[src/rtl/bin2bcd_seq_pkg.sv]
`default_nettype none
// ============================================================================
// Module  : bin2bcd_seq_pkg
// Brief   : Shared types and constants for the sequential binary-to-BCD path.
// Revision: 1.0 - initial release
// ============================================================================
package bin2bcd_seq_pkg;

  typedef enum logic [1:0] {
    ST_IDLE  = 2'd0,
    ST_LOAD  = 2'd1,
    ST_SHIFT = 2'd2,
    ST_DONE  = 2'd3
  } state_t;

  localparam int         BCD_DIGIT_W = 4;
  localparam logic [3:0] BCD_NINE    = 4'h9;

  // Enough BCD digits to hold any DATA_W-bit magnitude without wrapping.
  function automatic int int_digits(input int data_w);
    return (data_w + 2) / 3;
  endfunction

endpackage
`default_nettype wire

[src/rtl/bin2bcd_seq_digit_adj.sv]
`default_nettype none
// ============================================================================
// Module  : bin2bcd_seq_digit_adj
// Brief   : Add-3 correction for one BCD digit ahead of the double-dabble shift.
// Revision: 1.0 - initial release
// ============================================================================
module bin2bcd_seq_digit_adj
  import bin2bcd_seq_pkg::*;
(
  input  logic [BCD_DIGIT_W-1:0] i_digit,
  output logic [BCD_DIGIT_W-1:0] o_digit
);

  localparam logic [BCD_DIGIT_W-1:0] C_FIVE  = BCD_DIGIT_W'(5);
  localparam logic [BCD_DIGIT_W-1:0] C_THREE = BCD_DIGIT_W'(3);

  assign o_digit = (i_digit >= C_FIVE) ? (i_digit + C_THREE) : i_digit;

endmodule
`default_nettype wire

[src/rtl/bin2bcd_seq.sv]
`default_nettype none
// ============================================================================
// Module  : bin2bcd_seq
// Brief   : Sequential signed/unsigned binary to sign + BCD converter with
//           saturation to all nines when the value exceeds DIGITS digits.
// Revision: 1.0 - initial release
// ============================================================================
module bin2bcd_seq
  import bin2bcd_seq_pkg::*;
#(
  parameter int DATA_W = 16,
  parameter int DIGITS = 3
)
(
  input  logic                  clk,
  input  logic                  rst,
  input  logic                  start,
  input  logic [DATA_W-1:0]     data_in,
  input  logic                  in_signed,
  output logic                  in_ready,
  output logic                  out_valid,
  output logic [4*DIGITS-1:0]   bcd,
  output logic                  sign,
  output logic                  overflow
);

  localparam int INT_DIGITS = int_digits(DATA_W);
  localparam int SCR_W      = BCD_DIGIT_W * INT_DIGITS;
  localparam int OUT_W      = BCD_DIGIT_W * DIGITS;
  localparam int CNT_W      = $clog2(DATA_W + 1);
  localparam logic [CNT_W-1:0] C_LAST_ITER = CNT_W'(DATA_W - 1);

  state_t            r_state;
  logic [DATA_W-1:0] r_mag;
  logic              r_signed;
  logic              r_neg;
  logic              r_nonzero;
  logic [SCR_W-1:0]  r_scratch;
  logic [CNT_W-1:0]  r_iter;

  logic [SCR_W-1:0]  w_adj;
  logic [OUT_W-1:0]  w_bcd;
  logic              w_overflow;

  generate
    for (genvar gi = 0; gi < INT_DIGITS; gi++) begin : g_adj
      bin2bcd_seq_digit_adj u_adj (
        .i_digit (r_scratch[gi*BCD_DIGIT_W +: BCD_DIGIT_W]),
        .o_digit (w_adj[gi*BCD_DIGIT_W +: BCD_DIGIT_W])
      );
    end
  endgenerate

  // Digits above the presented window only ever signal saturation.
  always_comb begin
    w_overflow = 1'b0;
    w_bcd      = '0;
    for (int i = DIGITS; i < INT_DIGITS; i++) begin
      w_overflow = w_overflow | (r_scratch[i*BCD_DIGIT_W +: BCD_DIGIT_W] != '0);
    end
    for (int i = 0; (i < DIGITS) && (i < INT_DIGITS); i++) begin
      w_bcd[i*BCD_DIGIT_W +: BCD_DIGIT_W] = r_scratch[i*BCD_DIGIT_W +: BCD_DIGIT_W];
    end
  end

  always_ff @(posedge clk) begin
    if (rst) begin
      r_state   <= ST_IDLE;
      r_mag     <= '0;
      r_signed  <= 1'b0;
      r_neg     <= 1'b0;
      r_nonzero <= 1'b0;
      r_scratch <= '0;
      r_iter    <= '0;
      in_ready  <= 1'b1;
      out_valid <= 1'b0;
      bcd       <= '0;
      sign      <= 1'b0;
      overflow  <= 1'b0;
    end else begin
      out_valid <= 1'b0;
      case (r_state)
        ST_IDLE: begin
          if (start) begin
            r_mag    <= data_in;
            r_signed <= in_signed;
            in_ready <= 1'b0;
            r_state  <= ST_LOAD;
          end
        end
        ST_LOAD: begin
          // The most negative input negates onto itself, which read as
          // unsigned is exactly its magnitude.
          r_neg     <= r_signed & r_mag[DATA_W-1];
          r_mag     <= (r_signed & r_mag[DATA_W-1]) ? (~r_mag + DATA_W'(1)) : r_mag;
          r_nonzero <= |r_mag;
          r_scratch <= '0;
          r_iter    <= '0;
          r_state   <= ST_SHIFT;
        end
        ST_SHIFT: begin
          r_scratch <= {w_adj[SCR_W-2:0], r_mag[DATA_W-1]};
          r_mag     <= {r_mag[DATA_W-2:0], 1'b0};
          r_iter    <= r_iter + CNT_W'(1);
          if (r_iter == C_LAST_ITER) begin
            r_state <= ST_DONE;
          end
        end
        ST_DONE: begin
          sign      <= r_neg & r_nonzero;
          overflow  <= w_overflow;
          bcd       <= w_overflow ? {DIGITS{BCD_NINE}} : w_bcd;
          out_valid <= 1'b1;
          in_ready  <= 1'b1;
          r_state   <= ST_IDLE;
        end
        default: begin
          r_state <= ST_IDLE;
        end
      endcase
    end
  end

endmodule
`default_nettype wire

[config.mk]
export PLATFORM = sky130hd
export DESIGN_NAME = bin2bcd_seq
export DESIGN_NICKNAME = d
export VERILOG_FILES = /design/src/rtl/bin2bcd_seq_pkg.sv /design/src/rtl/bin2bcd_seq_digit_adj.sv /design/src/rtl/bin2bcd_seq.sv
export SDC_FILE = /design/constraint.sdc
export NUM_CORES = 1
export LEC_CHECK = 0
export CORE_ASPECT_RATIO = 1.5
export CORE_MARGIN = 5
export CORE_UTILIZATION = 40
export CTS_BUF_LIST = sky130_fd_sc_hd__clkbuf_16
export CTS_CLUSTER_DIAMETER = 120
export DETAILED_ROUTE_END_ITERATION = 16
export HOLD_SLACK_MARGIN = 0.06
export SETUP_SLACK_MARGIN = 0.2
export SYNTH_ARGS = -nofsm -noshare
export SYNTH_HDL_FRONTEND = slang
export SYNTH_SLANG_ARGS = --single-unit
[constraint.sdc]
create_clock -name clk -period 1.93 [get_ports clk]
set_input_delay 0.193 -clock clk [delete_from_list [all_inputs] [get_ports clk]]
set_output_delay 0.193 -clock clk [all_outputs]
set_load 0.05 [all_outputs]
==> results of run 1 <==
-- state kept, by name, indices dropped and copies added (netlist names) --
signal and cells:
r_neg 1, r_state 2, out_valid 1, r_scratch 24, r_iter 5, r_mag 16, r_signed 1, in_ready 1
r_nonzero 1, bcd 12, overflow 1, sign 1
-- logic make-up after synthesis --
family          after synthesis
simple gates                146
compound gates              122
flops                        66
buf+inv                      48
fa+ha+maj                    23
mux                          19
xor+xnor                     11
-- synth_stat cells (all sizes together) (5+ instances only) --
master	number	area share, %
nor2	52	5.4
a32oi	6	1.5
mux2	5	1.6
a2bb2oi	5	1.2
dfxtp	66	37
buf	7	0.87
clkbuf	17	1.8
a21oi	45	6.3
a211oi	5	1.2
nor3	16	2.4
nand3	17	2.4
ha	23	8.0
xor2	5	1.2
nand2b	8	1.4
inv	23	2.4
a22oi	10	2.1
nand2	27	2.9
mux2i	14	3.9
o31ai	7	1.5
o21ai	25	3.5
xnor2	6	1.5
and3	7	1.2
-- cell type report --
class	instances	share of cell area, %
Multi-Input combinational cell	321	46.23
Sequential cell	66	27.64
Timing Repair Buffer	77	14.99
Clock buffer	9	4.694
Tap cell	110	2.868
Inverter	24	1.982
Clock inverter	7	1.591
-- worst paths after layout --
path | from | endpoint | slack [ns] | depth (start not counted)
max | r_state[0] | r_mag[14] | 0.24 | 6
min | rst | r_iter[2] | 0.25 | 2
max reg2reg | r_state[0] | r_mag[14] | 0.24 | 6
min reg2reg | r_neg | r_neg | 0.47 | 2
-- metal layers --
metal	track usage, %	vias up	routed length [um]
met2	32.02	62	5234
met4	9.485	0	317
met5	0	-	0
met3	3.268	24	265
met1	19.02	1625	3931
li1	-	1691	-
-- power groups by stage --
stage / Sequential, uW / Clock [uW] / Combinational (uW)
after floorplan: 1820 / 0 / 1930
after global placement: 1840 / 0 / 3050
after detailed placement: 1850 / 0 / 3060
after CTS: 1810 / 1700 / 3240
after global routing: 1890 / 1750 / 4050
final: 1860 / 1650 / 3730
-- through the flow --
step / cell area (um^2) / total power, uW / std cells / setup slack, ns
finish: 4798 / 7239 / 614 / 0.2393
CTS: 4607 / 6748 / 606 / 0.1437
global route: 4798 / 7681 / 614 / 0.1223
detailed placement: 4250 / 4909 / 587 / 0.04818
floorplan: 3606 / 3752 / 435 / 0.2007
global placement: 4250 / 4887 / 587 / 0.08323
-- critical path, cell delays in order (launching register included) --
cell     delay [ns]
dfxtp_4        0.37
inv_4          0.05
ha_4           0.15
nor2b_4        0.12
a211o_1        0.28
or4_1          0.51
a31oi_1        0.13
-- what timing repair did --
action	in CTS	in global routing
gates resized for setup	11	37
cloned	0	1
buffers inserted	3	7
endpoints found under the setup margin	16	53
pin swaps	6	14
==> summary.md, run 1 <==
| Metric | Value |
|---|---|
| Status | completed |
| Hold buffers post-CTS | 0 |
| Unique masters post-synth | 48 |
| Post-Route Setup TNS | 0 ns |
| RSZ-0062 raised after global routing | true |
| Post-synth EDFFs | 0 |
| Max-cap violations | 0 |
| Combinational Power Share | 51.5% |
| Drt first pass iters | 4 |
| Pint | 4297 uW |
| Die width | 87.40 um |
| Clock sinks | 66 |
| Fin util | 54.35% |
| Yosys warns | 0 |
| Commonest cells after routing, fill and taps aside | dfxtp_1, nor2_1, a21oi_1 |
| DRT antenna net count | 0 |
| Initial Utilization | 40.72% |
| Synth Area in Simple Gates | 19.70% |
| Synthesized area per cell | 8.264 um^2 |
| Slew HR | 66.26% |
| Leak pwr | 0.001813 uW |
| Clock root buffer | clkbuf_16 |
| Cells after synthesis | 435 |
| Most common cell after layout, fill and taps aside | dfxtp_1 |
| Ys async rst share | 0% |
| DRC violations left | 0 |
| Period Utilization, post-route | 87.60% |
| Slew Viols, Final | 0 |
| IO Pins | 36 |
| Vias in the first global route | 3355 |
| Peak supply drop | 0.7528 mV |
| Grt ovf | 0 |
| Core ar. | 0.008828 mm^2 |
| WP data required | 2.19 ns |
| Die ar. | 0.01102 mm^2 |
| Initial antenna violation count | 0 |
| Final Net Count | 542 |
| IO buf count | 35 |
| Pwr Density | 1509 mW/mm^2 |
| Psw | 2942 uW |
| Clock insertion delay at the later pin of the skew report | 0.34 ns |
| Die height | 126.1 um |
| Cell Rows | 42 |
| Vias/cell | 5.541 |
| Main flop type after synthesis | dfxtp_1 |
| Area Overhead vs Synth | 33.48% |
| TritonCTS Buffers | 9 |
| Largest net degree at the start of global routing | 26 |
| Seq pwr share | 25.7% |
| CTS tree | built |
| Post-route minimum period | 1.691 ns |
| Endpoints failing setup | 0 |
| Final GP Congestion | 0.8294 |
| Syn Nets | 478 |
| Peak fanout along the critical path | 4 |
| Slew @ Worst Pin | 0.5045 ns |
| CP endpoint kind | flip-flop |
| Filler cell count | 848 |
| Sequential-to-total area share from yosys stat | 36.76% |
| Compound-Gate Fraction of Synth Area | 22.24% |
| WL/cell | 15.88 um |
| All-Layer GR Usage | 17.79% |
| Total Wirelength | 9.749 mm |
| FF+latch area | 0.001326 mm^2 |
| Crit path kind | reg2reg |
| Sw frac | 40.64% |
| Worst-case clock skew | 0.005104 ns |
| Main combinational cell family by area after synthesis | compound AO/OA/AOI/OAI gates |
| Mapped Area | 0.003595 mm^2 |
| Fraction of layout instances using a drive strength above 1 | 18.65% |
| H-tree depth | 3 |
| Crit path DAT | 1.96 ns |
| Fmax | 591.5 MHz |
| First-pass GRT wire length | 15.70 mm |
| Detail Placement HPWL | 6.754 mm |
| Longest Clk Path Bufs | 2 |
| Ant. Diodes | 0 |
| Hold Slack | 0.2521 ns |
| Clock transition at path regs | 0.06 ns |
| Synth Register Bits | 66 |
| Synth Area in XOR/XNOR | 2.680% |
| Min-Delay Path Class | in2reg |
| Synth Area in Adders | 8.006% |
| DRT iter0 DRCs | 143 |
| Mux cell area share after synthesis | 5.465% |
| Final Hold Viols | 0 |
| Clk network pwr share | 22.9% |
| Area of the multi-input gates | 0.002218 mm^2 |
| Vias | 3402 |
| Startpoint Class | flip-flop |
No activity file was read; power rests on OpenSTA's default activity.
==> run 2: changes to the inputs <==
--- a/config.mk
+++ b/config.mk
@@ -5,7 +5,7 @@
 export SDC_FILE = /design/constraint.sdc
 export NUM_CORES = 1
 export LEC_CHECK = 0
-export CORE_ASPECT_RATIO = 1.5
+export ABC_AREA = 1
 export CORE_MARGIN = 5
 export CORE_UTILIZATION = 40
 export CTS_BUF_LIST = sky130_fd_sc_hd__clkbuf_16
==> summary.md, run 2 <==
| Metric | Value |
|---|---|
| Status | completed |
| Top-count cell post-synth | nand2_1 |
| Crit path kind | reg2out |
| Place WS | 0.1376 ns (+0.08938 ns) |
| Cell Rows | 35 (-17%) |
| Commonest cells after routing, fill and taps aside | nand2_1, dfxtp_1, nor2_1 |
| Unique masters post-synth | 34 (-29%) |
| RSZ-0062 raised after global routing | false |
| Peak supply drop | 0.4818 mV (-36%) |
| Post-route minimum period | 1.683 ns (-0.007827 ns) |
| Most common cell after layout, fill and taps aside | nand2_1 |
| Crit path max-delay family | buffers and inverters |
| Final Hold Viols | 0 (unchanged) |
| Synth Register Bits | 66 (unchanged) |
| Max reg flops | 24 (unchanged) |
| Drt first pass iters | 5 (+1) |
| Ys async rst share | 0% (unchanged) |
| CTS tree | built |
| Largest net degree at the start of global routing | 44 (+69%) |
| Die height | 108.0 um (-14%) |
| Clock transition at path regs | 0.06 ns (about the same) |
| Synth top area cells | dfxtp_1, nand2_1, ha_1 |
| Fmax | 594.2 MHz (+0.47%) |
| Post-synth EDFFs | 0 (unchanged) |
| IO buf count | 35 (unchanged) |
| Syn Nets | 605 (+27%) |
| Slew HR | 65.18% (-1.1 points) |
| Total Wirelength | 9.275 mm (-4.9%) |
| Top cells by count, synth | nand2_1, dfxtp_1, nor2_1, inv_1, a21oi_1 |
| Startpoint Class | flip-flop |
| Slew Viols, Final | 0 (unchanged) |
| Buf+Inv Stages, Crit Path | 1 (unchanged) |
| H-tree depth | 3 (unchanged) |
| Crit path DAT | 1.49 ns (-0.47 ns) |
| Area Overhead vs Synth | 21.85% |
| TritonCTS Buffers | 9 (unchanged) |
| Ant. Diodes | 0 (unchanged) |
| Largest Register | r_scratch |
| Hold Slack | 0.4574 ns (+0.2053 ns) |
| Period Utilization, post-route | 87.20% (-0.41 points) |
| Worst-case clock skew | 0.005220 ns (+0.0001154 ns) |
| Longest Clk Path Bufs | 2 (unchanged) |
| Detail Placement HPWL | 6.236 mm (-7.7%) |
| Slew @ Worst Pin | 0.5206 ns (+0.01619 ns) |
| DRC violations left | 0 (unchanged) |
| Pwr Density | 1351 mW/mm^2 (-10%) |
| Initial antenna violation count | 0 (unchanged) |
| Post-Route Setup TNS | 0 ns (unchanged) |
| Endpoints failing setup | 0 (unchanged) |
| Main flop type after synthesis | dfxtp_1 |
| Clock sinks | 66 (unchanged) |
| CP endpoint kind | output port |
| Synthesized area per cell | 6.837 um^2 (-17%) |
| Slowest CP cell | clkdlybuf4s50_1 |
| Dpl cells | 711 (+21%) |
| Min setup slack post-route | 0.2471 ns (+0.007827 ns) |
| Area of the multi-input gates | 0.002140 mm^2 (-3.6%) |
| Initial Utilization | 41.39% (+0.67 points) |
| Vias/cell | 4.988 (-10%) |
| Min-Delay Path Class | in2reg |
| Peak fanout along the critical path | 2 (-2) |
| IO Pins | 36 (unchanged) |
| First-pass GRT wire length | 15.73 mm (+0.13%) |
| Worst path max stage delay | 0.81 ns (+0.30 ns) |
| FF+latch area | 0.001321 mm^2 (-0.38%) |
| Filler cell count | 934 (+10%) |
| DRT iter0 DRCs | 157 (+9.8%) |
| Cells after synthesis | 562 (+29%) |
| Die ar. | 0.01167 mm^2 (+5.8%) |
| WP data required | 1.74 ns (-0.45 ns) |
| Finished Layout Cells | 731 (+19%) |
| Mapped Area | 0.003842 mm^2 (+6.9%) |
| Vias | 3646 (+7.2%) |
| Final GP Congestion | 0.8706 (+5.0%) |
| Yosys warns | 0 (unchanged) |
| Sequential-to-total area share from yosys stat | 34.39% (-2.4 points) |
| Leak pwr | 0.001875 uW (+3.4%) |
| Largest registers | r_scratch: 24 flops, r_mag: 16 flops, bcd: 12 flops |
| WL/cell | 12.69 um (-20%) |
| Grt ovf | 0 (unchanged) |
| Yosys top cell by area | dfxtp_1 |
| Core ar. | 0.009284 mm^2 (+5.2%) |
| Clock root buffer | clkbuf_16 |
| Die width | 108.0 um (+24%) |
| Clock insertion delay at the later pin of the skew report | 0.33 ns (about the same) |
| Vias in the first global route | 3365 (+0.30%) |
| Yosys top cell area share | 34.39% (-2.4 points) |
| Fin util | 50.43% (-3.9 points) |
| Max-cap violations | 0 (unchanged) |
| DRT antenna net count | 0 (unchanged) |
| Final Net Count | 640 (+18%) |
| All-Layer GR Usage | 16.60% (-1.2 points) |
| Fraction of layout instances using a drive strength above 1 | 9.967% (-8.7 points) |
| Critical-path cell list | clkdlybuf4s50_1 |
==> run 2: area by class of cell <==
class	instances	area share, %
flip-flops and latches	66	28.22
clock inverters	7	2.512
well taps	129	3.447
repair buffers	43	9.353
inverters	71	5.959
clock buffers	9	4.810
multi-input cells	406	45.70
==> run 2: worst paths after layout <==
path,slack (ns),from,endpoint,cells past startpoint
min,0.46,data_in[0],r_mag[0],3
max reg2reg,0.31,r_state[0],r_mag[2],8
min reg2reg,0.46,r_scratch[21],r_scratch[21],2
max,0.25,sign,sign,1
==> run 2: power by group <==
part	leakage [uW]	internal (uW)	total, uW	switching, uW
logic	0.00117	888	2630	1740
registers	0.000537	1590	1790	200
clock network	0.000163	1260	1900	642
total	0.00188	3740	6330	2580
==> run 2: stage by stage <==
step	instance area (um^2)	total power [uW]
global placement	4285	4302
detailed placement	4285	4318
global route	4682	6788
CTS	4631	6259
floorplan	3842	3713
finish	4682	6325
==> run 2: timing repair <==
action,in CTS,in global routing
endpoints found under the setup margin,12,30
setup buffers,0,4
hold buffers,0,0
gates resized for setup,1,8
pin swaps,0,1
==> run 2: per-layer routing <==
| layer | track usage (%) | share of wire, % | up-vias |
|---|---|---|---|
| met2 | 26.02 | 45 | 63 |
| met4 | 5.320 | 0.70 | 0 |
| met5 | 0 | 0 | - |
| met1 | 22.62 | 50 | 1680 |
| met3 | 3.821 | 4.7 | 6 |
| li1 | - | - | 1897 |
==> run 2: cells by family after synthesis <==
family          Yosys count  synth area share [%]
fa+ha+maj                23                 7.490
buf+inv                  90                 10.32
simple gates            248                 28.10
xor+xnor                  7                 1.596
flops                    66                 34.39
compound gates          128                 18.11
==> run 3: changes to the inputs <==
--- a/config.mk
+++ b/config.mk
@@ -6,6 +6,7 @@
 export NUM_CORES = 1
 export LEC_CHECK = 0
 export ABC_AREA = 1
+export ABC_CLOCK_PERIOD_IN_PS = 1930
 export CORE_MARGIN = 5
 export CORE_UTILIZATION = 40
 export CTS_BUF_LIST = sky130_fd_sc_hd__clkbuf_16
==> results of run 3 <==
Same layout as run 2: the final DEF is identical, and so are final timing and power.
